[config.mk]
export PLATFORM = sky130hd
export DESIGN_NAME = wb_mem_ctrl
export DESIGN_NICKNAME = d
export VERILOG_FILES = /design/src/rtl/wb_mem_ctrl_pkg.sv /design/src/rtl/wb_mem_ctrl_load_align.sv /design/src/rtl/wb_mem_ctrl.sv
export SDC_FILE = /design/constraint.sdc
export NUM_CORES = 1
export LEC_CHECK = 0
export CORE_MARGIN = 10
export CORE_UTILIZATION = 42
export DETAILED_ROUTE_END_ITERATION = 8
export PLACE_DENSITY = 0.82
export SLEW_MARGIN = 5
export SYNTH_ARGS = -nofsm -noshare
export SYNTH_HDL_FRONTEND = slang
export SYNTH_SLANG_ARGS = --single-unit
[constraint.sdc]
create_clock -name clk -period 2.58 [get_ports clk]
set_input_delay 0.645 -clock clk [delete_from_list [all_inputs] [get_ports clk]]
set_output_delay 0.645 -clock clk [all_outputs]
set_load 0.01 [all_outputs]
[src/rtl/wb_mem_ctrl_pkg.sv]
// ---------------------------------------------------------------------------
// wb_mem_ctrl_pkg
// Shared widths, encodings and small helpers for the memory-access /
// writeback controller.
//   - wb_Sel encodings (which result goes to the register file)
//   - mem_val encodings (access size)
//   - controller state encodings
//   - helpers for alignment check and store lane generation
// ---------------------------------------------------------------------------
package wb_mem_ctrl_pkg;

  localparam int BITS32 = 32;
  localparam int BITS5  = 5;
  localparam int BITS2  = 2;

  typedef enum logic [1:0] {
    WB_ALU = 2'b00,
    WB_MEM = 2'b01,
    WB_PC4 = 2'b10,
    WB_RSV = 2'b11
  } wb_sel_e;

  typedef enum logic [1:0] {
    MEM_NONE = 2'b00,
    MEM_W    = 2'b01,
    MEM_H    = 2'b10,
    MEM_B    = 2'b11
  } mem_val_e;

  typedef enum logic [1:0] {
    ST_IDLE = 2'b00,
    ST_REQ  = 2'b01,
    ST_WAIT = 2'b10
  } state_e;

  // Byte accesses are always aligned; halves need addr[0]=0, words addr[1:0]=0.
  function automatic logic is_misaligned(input logic [1:0] size,
                                         input logic [1:0] off);
    logic r;
    r = 1'b0;
    case (size)
      MEM_W:   r = (off != 2'b00);
      MEM_H:   r = off[0];
      default: r = 1'b0;
    endcase
    return r;
  endfunction

  function automatic logic [3:0] store_strb(input logic [1:0] size,
                                            input logic [1:0] off);
    logic [3:0] r;
    r = 4'b0000;
    case (size)
      MEM_W:   r = 4'b1111;
      MEM_H:   r = 4'b0011 << off;
      MEM_B:   r = 4'b0001 << off;
      default: r = 4'b0000;
    endcase
    return r;
  endfunction

  // Data is replicated across lanes so the strobes alone pick the bytes.
  function automatic logic [31:0] store_data(input logic [1:0]  size,
                                             input logic [31:0] data);
    logic [31:0] r;
    r = data;
    case (size)
      MEM_H:   r = {2{data[15:0]}};
      MEM_B:   r = {4{data[7:0]}};
      default: r = data;
    endcase
    return r;
  endfunction

endpackage

[src/rtl/wb_mem_ctrl_load_align.sv]
// ---------------------------------------------------------------------------
// wb_mem_ctrl_load_align
// Combinational load lane select plus sign/zero extension.
// Ports:
//   i_resp_data [31:0]  raw word returned by data memory
//   i_off       [1:0]   byte offset of the access (addr[1:0])
//   i_size      [1:0]   access size (mem_val encoding)
//   i_unsigned          1 = zero-extend, 0 = sign-extend
//   o_data      [31:0]  value to write into the register file
// ---------------------------------------------------------------------------
module wb_mem_ctrl_load_align
  import wb_mem_ctrl_pkg::*;
(
  input  logic [BITS32-1:0] i_resp_data,
  input  logic [1:0]        i_off,
  input  logic [BITS2-1:0]  i_size,
  input  logic              i_unsigned,
  output logic [BITS32-1:0] o_data
);

  logic [7:0]  w_byte;
  logic [15:0] w_half;

  always_comb begin
    w_byte = 8'h00;
    case (i_off)
      2'd0:    w_byte = i_resp_data[7:0];
      2'd1:    w_byte = i_resp_data[15:8];
      2'd2:    w_byte = i_resp_data[23:16];
      default: w_byte = i_resp_data[31:24];
    endcase
  end

  // Halves are aligned, so only addr[1] picks the lane.
  assign w_half = i_off[1] ? i_resp_data[31:16] : i_resp_data[15:0];

  always_comb begin
    o_data = i_resp_data;
    case (i_size)
      MEM_B:   o_data = {{24{w_byte[7]  & ~i_unsigned}}, w_byte};
      MEM_H:   o_data = {{16{w_half[15] & ~i_unsigned}}, w_half};
      default: o_data = i_resp_data;
    endcase
  end

endmodule

[src/rtl/wb_mem_ctrl.sv]
// ---------------------------------------------------------------------------
// wb_mem_ctrl
// Memory-access and writeback stage controller. Accepts one bundle per cycle
// from the EX/MEM register, performs loads/stores over a valid/ready port,
// writes the selected result to the register file and publishes that write
// as a forwarding source.
//
// state   | meaning
// --------+-----------------------------------------------------------
// ST_IDLE | ready for a bundle; non-memory bundles retire from here
// ST_REQ  | dmem request held valid with stable fields until ready
// ST_WAIT | load issued; waiting for dmem_resp_valid
//
// Ports:
//   clk, rst_n                         clock, async active-low reset
//   in_valid, alu_out2, wdata, wb_addr,
//   rf_wen2, mem_rw2, mem_val2, pc2,
//   instruction2, wb_Sel2              incoming instruction bundle
//   stall                              upstream must hold its bundle
//   dmem_req_valid/ready, dmem_we,
//   dmem_addr, dmem_wdata, dmem_wstrb  data memory request port
//   dmem_resp_valid, dmem_resp_data    load response
//   rf_we, rf_waddr, rf_wdata          register file write port
//   fwd_valid, fwd_addr, fwd_data      forwarding copy of the rf write
//   misalign                           one-cycle misaligned access pulse
// ---------------------------------------------------------------------------
module wb_mem_ctrl
  import wb_mem_ctrl_pkg::*;
(
  input  logic              clk,
  input  logic              rst_n,
  input  logic              in_valid,
  input  logic [BITS32-1:0] alu_out2,
  input  logic [BITS32-1:0] wdata,
  input  logic [BITS5-1:0]  wb_addr,
  input  logic              rf_wen2,
  input  logic              mem_rw2,
  input  logic [BITS2-1:0]  mem_val2,
  input  logic [BITS32-1:0] pc2,
  input  logic [BITS32-1:0] instruction2,
  input  logic [BITS2-1:0]  wb_Sel2,
  output logic              stall,
  output logic              dmem_req_valid,
  input  logic              dmem_req_ready,
  output logic              dmem_we,
  output logic [BITS32-1:0] dmem_addr,
  output logic [BITS32-1:0] dmem_wdata,
  output logic [3:0]        dmem_wstrb,
  input  logic              dmem_resp_valid,
  input  logic [BITS32-1:0] dmem_resp_data,
  output logic              rf_we,
  output logic [BITS5-1:0]  rf_waddr,
  output logic [BITS32-1:0] rf_wdata,
  output logic              fwd_valid,
  output logic [BITS5-1:0]  fwd_addr,
  output logic [BITS32-1:0] fwd_data,
  output logic              misalign
);

  state_e             r_state;
  logic [1:0]         r_off;
  logic [BITS2-1:0]   r_size;
  logic               r_unsigned;
  logic [BITS5-1:0]   r_rd;
  logic               r_wen;

  logic               w_is_mem;
  logic               w_misaligned;
  logic [BITS32-1:0]  w_wb_data;
  logic [BITS32-1:0]  w_load_data;
  logic               w_unused;

  assign w_is_mem     = (mem_val2 != MEM_NONE);
  assign w_misaligned = is_misaligned(mem_val2, alu_out2[1:0]);

  // Only bit 14 (funct3 unsigned flag) of the instruction matters here.
  assign w_unused = ^{instruction2[31:15], instruction2[13:0]};

  // Load data cannot be available for a non-memory bundle, so WB_MEM and
  // the reserved code fall back to the ALU result.
  always_comb begin
    w_wb_data = alu_out2;
    if (wb_Sel2 == WB_PC4) w_wb_data = pc2 + 32'd4;
  end

  assign stall = (r_state != ST_IDLE) || (in_valid && w_is_mem && !w_misaligned);

  wb_mem_ctrl_load_align u_load_align (
    .i_resp_data (dmem_resp_data),
    .i_off       (r_off),
    .i_size      (r_size),
    .i_unsigned  (r_unsigned),
    .o_data      (w_load_data)
  );

  always_ff @(posedge clk or negedge rst_n) begin
    if (!rst_n) begin
      r_state        <= ST_IDLE;
      r_off          <= 2'b00;
      r_size         <= MEM_NONE;
      r_unsigned     <= 1'b0;
      r_rd           <= '0;
      r_wen          <= 1'b0;
      dmem_req_valid <= 1'b0;
      dmem_we        <= 1'b0;
      dmem_addr      <= '0;
      dmem_wdata     <= '0;
      dmem_wstrb     <= 4'b0000;
      rf_we          <= 1'b0;
      rf_waddr       <= '0;
      rf_wdata       <= '0;
      misalign       <= 1'b0;
    end else begin
      rf_we    <= 1'b0;
      misalign <= 1'b0;
      case (r_state)
        ST_IDLE: begin
          if (in_valid) begin
            if (!w_is_mem) begin
              rf_we    <= rf_wen2 && (wb_addr != '0);
              rf_waddr <= wb_addr;
              rf_wdata <= w_wb_data;
            end else if (w_misaligned) begin
              misalign <= 1'b1;
            end else begin
              r_state        <= ST_REQ;
              r_off          <= alu_out2[1:0];
              r_size         <= mem_val2;
              r_unsigned     <= instruction2[14];
              r_rd           <= wb_addr;
              r_wen          <= rf_wen2;
              dmem_req_valid <= 1'b1;
              dmem_we        <= mem_rw2;
              dmem_addr      <= {alu_out2[31:2], 2'b00};
              dmem_wdata     <= store_data(mem_val2, wdata);
              dmem_wstrb     <= mem_rw2 ? store_strb(mem_val2, alu_out2[1:0]) : 4'b0000;
            end
          end
        end
        ST_REQ: begin
          if (dmem_req_ready) begin
            dmem_req_valid <= 1'b0;
            r_state        <= dmem_we ? ST_IDLE : ST_WAIT;
          end
        end
        ST_WAIT: begin
          if (dmem_resp_valid) begin
            rf_we    <= r_wen && (r_rd != '0);
            rf_waddr <= r_rd;
            rf_wdata <= w_load_data;
            r_state  <= ST_IDLE;
          end
        end
        default: r_state <= ST_IDLE;
      endcase
    end
  end

  assign fwd_valid = rf_we;
  assign fwd_addr  = rf_waddr;
  assign fwd_data  = rf_wdata;

endmodule

==> summary.txt, run 1 <==
Outcome -> completed
Initial DRT Pass Iterations -> 5
Clk_lat worst skew -> 0.42 ns
Largest net degree at the start of global routing -> 43
Yosys warns -> 0
All-Layer GR Usage -> 23.63%
IO Pins -> 324
Clk_skew -> 0.008175 ns
Final hold vios -> 0
Worst reg2reg path depth -> 4
Power Density -> 1062 mW/mm²
DR WL/cell -> 21.25 µm
Critical path data arrival time -> 1.85 ns
Post-DP HPWL -> 21,320 µm
Synthesized area -> 0.006904 mm²
Worst hold margin -> 0.1568 ns
Synth-to-Final Area Change -> 59.59%
Sequential-to-total area share from yosys stat -> 43.49%
Setup Viol. Count Final -> 0
Global placement routability congestion -> 0.9165
Post-DR vias/cell -> 5.508
Most frequent cells in the layout -> clkdlybuf4s50_1 (284), dfrtp_1 (120), nand2_1 (100), buf_4 (80), o21ai_0 (51)
Fill count -> 1,227
Vias after detailed routing -> 6,967
CP cell instances -> buf_2 > inv_2 > ha_1 > a21bo_4 > a311o_1 > buf_2
Hold WC Path Type -> in -> async
Crit path time final -> 2.499 ns
Slew headroom -> 67.90%
Flop and latch count out of synthesis -> 120
Post-Place Worst Slack -> -0.7113 ns
Cts bufs inserted -> 17
Cell family with most CP delay -> compound AO/OA/AOI/OAI gates
Worst-Margin Slew -> 0.4694 ns
First-pass GRT wire length -> 40,480 µm
Clock Path Buffers -> 2
Die X -> 148.2 µm
Setup Total Neg Slack -> 0 ns
Vias in the first global route -> 7,051
LEAKAGE -> 0.004614 µW
CTS tree -> built
Root buf cell -> clkbuf_16
CP Capture Type -> output pin
CP required -> 1.93 ns
Number of synthesized flops with an enable pin -> 0
CTS H-tree depth -> 4
Final ANT Viol Nets -> 0
Initial Utilization -> 43.15%
Setup bufs post-CTS -> 0
Multi-input logic area -> 0.003368 mm²
Crit-path slowest cell -> a311o_1
Row Count -> 46
Cell mode on critical path -> buf_2
Fin crit share -> 96.85%
Core area -> 0.01600 mm²
Post-synth top flop -> dfrtp_1
WP buf/inv -> 3
Seq. cell area -> 0.003003 mm²
Synth top area share -> 43.49%
Unique masters post-synth -> 66
Full die area -> 0.02197 mm²
Final core occ -> 68.86%
Initial antenna violation count -> 2
Setup CP Type -> in -> out
RSZ-0062 raised after global routing -> false
Max VDD drop -> 0.5978 mV
Post-synthesis async set-or-reset flop share -> 100.0%
Critical path fanouts, max -> 3
Share of cells above drive strength 1 -> 18.55%
GR Overflow Total -> 0
CP max stage delay -> 0.38 ns
Startpoint types -> input pin
Die span in y -> 148.2 µm
# clock sinks -> 120
Clock-pin transition on the worst setup and hold timing paths -> 0.06 ns
DRT Wirelength -> 26,880 µm
Max-Cap Viols -> 0
Crit path depth -> 6
Syn_area_per_cell -> 9.536 µm²
Max Fclk -> 400.2 MHz
Synth top area cells -> dfrtp_1 (43%), mux2_2 (8.2%), nand2_1 (5.5%)
Nets -> 1,215
Drt drc -> 0
Initial DRC Count -> 512
Commonest non-fill, non-tap cell in the layout -> clkdlybuf4s50_1
Gate Count Post-Synth -> 724
Setup ws final -> 0.08117 ns
PortBufs -> 290
Slew Viols, Final -> 0
Yosys top cell by area -> dfrtp_1
## repair_timing
action / in CTS / in global routing
pin swaps: 2 / 2
hold buffers: 0 / 0
setup endpoints to repair: 1 / 1
resized for setup: 15 / 5
## worst paths after layout
path | start | end | slack (ns)
worst max register to register | r_off[1] | fwd_data[9] | 0.52
worst min register to register | dmem_wstrb[0] | dmem_wstrb[0] | 0.48
worst min-delay path | rst_n | dmem_addr[22] | 0.16
max in group asynchronous | rst_n | dmem_wdata[13] | 1.78
min in group clk | dmem_wstrb[0] | dmem_wstrb[0] | 0.48
worst max-delay path | mem_val2[0] | stall | 0.08
## registers in the layout (all words and copies together) (netlist names), 2 cells and up
register	flops
dmem_wdata	32
fwd_data	32
dmem_addr	30
fwd_addr	5
r_rd	5
dmem_wstrb	4
r_off	2
r_size	2
r_state	2
## cells in the mapped netlist, types with 9 or more instances
master    number
a211oi_1      15
a21oi_1       20
a22o_1        10
a22oi_1       11
a31oi_1       12
buf_2         13
buf_4         40
clkbuf_1      29
dfrtp_1      120
inv_1         16
mux2_2        50
mux2i_1       16
nand2_1      101
nand3_1       10
nor2_1        42
nor2b_1        9
nor3_1        11
o211ai_1      13
o21ai_0       52
xnor2_1       15
## final cells by class
| type | count | share of cell area (%) |
|---|---|---|
| well taps | 216 | 2.453 |
| multi-input cells | 501 | 30.57 |
| inverters | 16 | 0.5451 |
| repair buffers | 378 | 33.10 |
| flip-flops and latches | 120 | 27.25 |
| diodes | 3 | 0.06814 |
| clock inverters | 11 | 1.772 |
| clock buffers | 20 | 4.236 |
## routing by layer
layer  wire, µm  GRT usage, %
met1      10060         26.49
met4        797         10.26
met5          0             0
met3       2780         8.465
met2      13250         39.70
## where the power goes
group / switching (µW) / internal (µW)
clock network: 894 / 1790
registers: 633 / 2780
logic: 2460 / 3140
total: 3990 / 7710
## per-stage QoR
stage	area (µm²)	std cells	power, µW
after detailed placement	10350	1231	9067
final	11020	1265	11700
after floorplan	6908	725	6018
after global placement	10350	1231	8923
after CTS	11010	1262	11790
after global routing	11020	1264	12340
## logic make-up (layout without fill, tap and decap cells)
logic type | Yosys count | count (layout) | synth area share [%]
compound gates | 193 | 193 | 19.08
other cells | 1 | 5 | 0.05432
buf+inv | 104 | 425 | 8.173
fa+ha+maj | 5 | 5 | 0.9061
flops | 120 | 120 | 43.49
mux | 67 | 67 | 10.80
xor+xnor | 19 | 19 | 2.410
simple gates | 215 | 215 | 15.08
No activity file was read; power rests on OpenSTA's default activity.
==> run 2: changes to the inputs <==
Settings changed: CELL_PAD_IN_SITES_DETAIL_PLACEMENT set to 1, CELL_PAD_IN_SITES_GLOBAL_PLACEMENT set to 2, CORE_UTILIZATION 42 to 24, PLACE_DENSITY 0.82 to unset, PLACE_DENSITY_LB_ADDON set to 0.1.
==> summary.txt, run 2 (same netlist as run 1, synthesis figures left out) <==
PortBufs -> 290
Clk_skew -> 0.01864 ns
Startpoint types -> input pin
RSZ-0062 raised after global routing -> false
CTS tree -> built
Synth-to-Final Area Change -> 63.79%
Outcome -> completed
Switch share -> 36.45%
Slew Viols, Final -> 0
Cell Area, Placed -> 0.01072 mm²
Multi-input logic area -> 0.003359 mm²
Sequential cell fraction of total power -> 29.4%
Post-Layout Inst Area -> 0.01131 mm²
Initial DRT Pass Iterations -> 4
Seq. cell area -> 0.003003 mm²
Worst hold margin -> 0.1300 ns
Critical path fanouts, max -> 3
Commonest non-fill, non-tap cell in the layout -> clkdlybuf4s50_1
Hold WC Path Type -> in -> async
Critical path data arrival time -> 1.87 ns
Initial DRC Count -> 278
# clock sinks -> 120
Vias after detailed routing -> 6,746
IO Pins -> 324
LEAKAGE -> 0.004683 µW
Crit path time final -> 2.518 ns
Clock Path Buffers -> 2
Worst reg2reg endpoint -> fwd_data[14]
Max Fclk -> 397.1 MHz
First-pass GRT wire length -> 47,510 µm
Die span in y -> 189.6 µm
Initial antenna violation count -> 3
Die X -> 189.6 µm
Reg2reg start -> r_off[1]
Cts bufs inserted -> 17
Total Power -> 11,650 µW
Initial Utilization -> 24.18%
Worst reg2reg path depth -> 6
Core area -> 0.02855 mm²
Row Count -> 62
Max-Cap Viols -> 0
Clock power frac -> 21.4%
Setup CP Type -> in -> out
Logic pwr share -> 49.1%
Most frequent cells in the layout -> clkdlybuf4s50_1 (284), dfrtp_1 (120), nand2_1 (100), buf_4 (95), o21ai_0 (51)
Flop-to-flop setup slack -> 0.49 ns
Clock-pin transition on the worst setup and hold timing paths -> 0.07 ns
GR Overflow Total -> 0
Post-DP HPWL -> 25,070 µm
Fin crit share -> 97.62%
Post-CTS Hold Fix Bufs -> 0
Fill count -> 3,277
Final ANT Viol Nets -> 0
CTS H-tree depth -> 4
Final hold vios -> 0
CP required -> 1.93 ns
Net load switching power -> 4245 µW
Crit path from -> mem_val2[0]
Cell-internal power -> 7402 µW
Power Density -> 1030 mW/mm²
DR WL/cell -> 21.59 µm
CP Capture Type -> output pin
Post-DR vias/cell -> 4.656
Global placement routability congestion -> 0.7949
Crit path to -> stall
Largest net degree at the start of global routing -> 41
Vias in the first global route -> 7,454
Nets -> 1,232
Share of cells above drive strength 1 -> 19.57%
Drt drc -> 0
Max VDD drop -> 0.4213 mV
Root buf cell -> clkbuf_16
All-Layer GR Usage -> 17.28%
Clk_lat worst skew -> 0.42 ns
DRT Wirelength -> 31,280 µm
Setup Viol. Count Final -> 0
Full die area -> 0.03595 mm²
## run 2: cell count changes in the layout (fill, tap and decap cells not counted), sizes merged
cell | previous run | this run
bufinv | 5 | 2
clkbuf | 20 | 17
diode | 3 | 2
buf | 92 | 107
dlymetal6s2s | 0 | 1
clkinvlp | 3 | 2
clkdlybuf4s15 | 0 | 1
inv | 16 | 23
## run 2: what timing repair did
item	in CTS	in global routing
resized for setup	10	2
pin swaps	0	1
hold endpoints to repair	0	0
buffers inserted	0	0
setup endpoints to repair	1	1
## run 2: how the worst min path moves through the flow
| stage | depth (start not counted) | to | from |
|---|---|---|---|
| global placement | 2 | dmem_wdata[25] | dmem_wdata[25] |
| CTS | 1 | fwd_data[6] | rst_n |
| detailed placement | 2 | dmem_wdata[15] | dmem_wdata[15] |
| finish | 1 | fwd_data[4] | rst_n |
| floorplan | 0 | dmem_addr[10] | rst_n |
| global route | 1 | fwd_data[10] | rst_n |
## run 2: metal layers
metal	track usage, %	vias to the layer above	share of wire (%)
li1	-	3245	-
met1	22.03	3312	45
met2	27.85	181	47
met3	6.115	6	7.5
met4	3.114	2	0.27
met5	0	-	0.035
## run 2: critical path, stage by stage
cell and delay [ns]:
dlygate4sd2_1 0.25, inv_2 0.07, ha_1 0.17, nand2_1 0.05, a21bo_2 0.21, a311o_1 0.32, buf_2 0.15
## run 2: stage by stage
stage | utilization [%] | TNS [ns] | worst slack, ns | cells
after floorplan | - | 0 | 0.3750 | 725
after global placement | 37.55 | -8.308 | -0.6242 | 1416
after detailed placement | 37.55 | -12.52 | -0.6649 | 1416
after CTS | 39.59 | 0 | 0.0005047 | 1447
after global routing | 39.60 | 0 | 0.003891 | 1447
final | 39.61 | 0 | 0.06152 | 1449
## run 2: power by group through the flow
| stage | clock network [µW] | registers (µW) | logic [µW] |
|---|---|---|---|
| after floorplan | 0 | 3690 | 2330 |
| after global placement | 0 | 3430 | 5810 |
| after detailed placement | 0 | 3470 | 5830 |
| after CTS | 2580 | 3450 | 5850 |
| after global routing | 2660 | 3580 | 6210 |
| final | 2500 | 3430 | 5720 |
## run 2: cell type report
cell class	count	share of cell area [%]
antenna	2	0.04426
clock buffer	17	3.762
clock inverter	14	1.427
inverter	16	0.5311
multi-input combinational	501	29.71
sequential	120	26.55
tap	384	4.249
timing repair buffer	395	33.72
==> run 3: changes to the inputs <==
Settings changed: CORE_UTILIZATION 24 to 21, RECOVER_POWER set to 25.
Clock period 2.58 ns to 2.1 ns, I/O delays scaled along.
==> summary.txt, run 3 (same netlist as run 1, synthesis figures left out) <==
Failing checks -> setup timing
Hold WC Path Type -> reg -> reg
Root buf cell -> clkbuf_16
Fin crit share -> 102.2%
Critical path data arrival time -> 1.62 ns
CP Capture Type -> output pin
Startpoint types -> input pin
Clock Path Buffers -> 2
Nets -> 1,265
Crit path time final -> 2.146 ns
CP required -> 1.57 ns
Setup Viol. Count Final -> 1
LEAKAGE -> 0.004916 µW
DRT Wirelength -> 33,190 µm
Drt drc -> 0
Slew headroom -> 22.50%
Initial antenna violation count -> 4
Row Count -> 66
Vias after detailed routing -> 6,924
CTS H-tree depth -> 4
Cell Area, Placed -> 0.01105 mm²
Cts bufs inserted -> 17
Clk_skew -> 0.009583 ns
Post-DP HPWL -> 26,840 µm
Critical path fanouts, max -> 3
# clock sinks -> 120
Reg2reg start -> r_off[1]
Post-Layout Inst Area -> 0.01188 mm²
PortBufs -> 290
Setup Total Neg Slack -> -0.04596 ns
Vias in the first global route -> 7,551
Full die area -> 0.04053 mm²
Worst-Margin Slew -> 1.162 ns
Largest net degree at the start of global routing -> 49
Post-DR vias/cell -> 4.499
Final hold vios -> 0
First-pass GRT wire length -> 49,870 µm
Setup CP Type -> in -> out
RSZ-0062 raised after global routing -> true
Die X -> 201.3 µm
DR WL/cell -> 21.57 µm
Clk_lat worst skew -> 0.44 ns
Max VDD drop -> 0.5566 mV
IO Pins -> 324
All-Layer GR Usage -> 16.21%
Commonest non-fill, non-tap cell in the layout -> clkdlybuf4s50_1
Power Density -> 1234 mW/mm²
GR Overflow Total -> 0
Global placement routability congestion -> 0.7852
Worst Min Path Start -> dmem_wdata[19]
Core area -> 0.03245 mm²
Initial Utilization -> 21.27%
Slew Viols, Final -> 0
Setup ws final -> -0.04596 ns
Final ANT Viol Nets -> 0
Max Fclk -> 466.0 MHz
Max-Cap Viols -> 0
Synth-to-Final Area Change -> 72.11%
Share of cells above drive strength 1 -> 23.65%
Outcome -> finished with violations
Most frequent cells in the layout -> clkdlybuf4s50_1 (282), buf_4 (123), dfrtp_1 (120), nand2_1 (100)
Initial DRT Pass Iterations -> 4
Clock-pin transition on the worst setup and hold timing paths -> 0.05 ns
Total Power -> 14,670 µW
Die span in y -> 201.3 µm
CTS tree -> built
Initial DRC Count -> 197
Crit path from -> mem_val2[1]
Worst hold margin -> 0.4753 ns
[run 3: cell types whose count changed in the layout (fill, tap and decap cells not counted), sizes merged]
cell | previous run | this run
bufinv | 2 | 4
clkdlybuf4s15 | 1 | 0
dlygate4sd3 | 0 | 1
dlygate4sd2 | 2 | 3
clkbuf | 17 | 22
clkdlybuf4s50 | 284 | 282
buf | 107 | 140
clkinvlp | 2 | 0
clkinv | 3 | 4
inv | 23 | 16
dlymetal6s2s | 1 | 2
[run 3: final cells by class]
| cell class | instances | area [µm²] |
|---|---|---|
| Clock inverter | 8 | 143.9 |
| Multi-Input combinational cell | 501 | 3502 |
| Clock buffer | 22 | 484.2 |
| Tap cell | 442 | 553.0 |
| Inverter | 16 | 72.57 |
| Antenna cell | 2 | 5.005 |
| Sequential cell | 120 | 3003 |
| Fill cell | 3700 | 20570 |
| Timing Repair Buffer | 428 | 4119 |
[run 3: report_power, final]
| group | switching [µW] | internal, µW | total [µW] | leakage (µW) |
|---|---|---|---|---|
| Combinational | 3180 | 4040 | 7220 | 0.00317 |
| Clock | 1140 | 2090 | 3230 | 0.000312 |
| Sequential | 798 | 3420 | 4220 | 0.00144 |
[run 3: timing repair]
action / in CTS / in global routing
setup endpoints to repair: 52 / 22
resized for setup: 33 / 27
hold buffers: 1 / 0
setup buffers: 1 / 3
pin swaps: 1 / 5
hold endpoints to repair: 19 / 0
[run 3: final timing paths]
check / endpoint / slack (ns) / depth (start not counted)
max in group asynchronous: dmem_addr[11] / 0.24 / 3
min: dmem_wdata[19] / 0.48 / 2
max: stall / -0.05 / 6
min in group asynchronous: fwd_addr[4] / 0.98 / 2
min reg2reg: dmem_wdata[19] / 0.48 / 2
max reg2reg: fwd_data[8] / 0.11 / 5
[run 3: metal layers]
metal  global-route usage, %  part of all wire (%)  vias to the layer above
met5                       0                  0.14                        -
met4                   3.409                  0.79                        6
met3                   5.574                   6.1                       21
met2                   25.86                    46                      175
met1                   20.74                    47                     3419
li1                        -                     -                     3303
[run 3: critical path, stage by stage]
cell and delay, ns:
buf_12 0.09, inv_8 0.04, ha_4 0.24, a21bo_4 0.22, a311o_1 0.36, buf_2 0.15
[run 3: through the flow]
stage          instances  setup WS [ns]  utilization [%]
6_report            1539       -0.04596            36.61
3_3_place_gp        1502        -0.8705            34.05
4_1_cts             1534       -0.01587            36.23
5_1_grt             1537       -0.06891            36.60
2_1_floorplan        725        0.04045                -
3_5_place_dp        1502        -0.9156            34.05
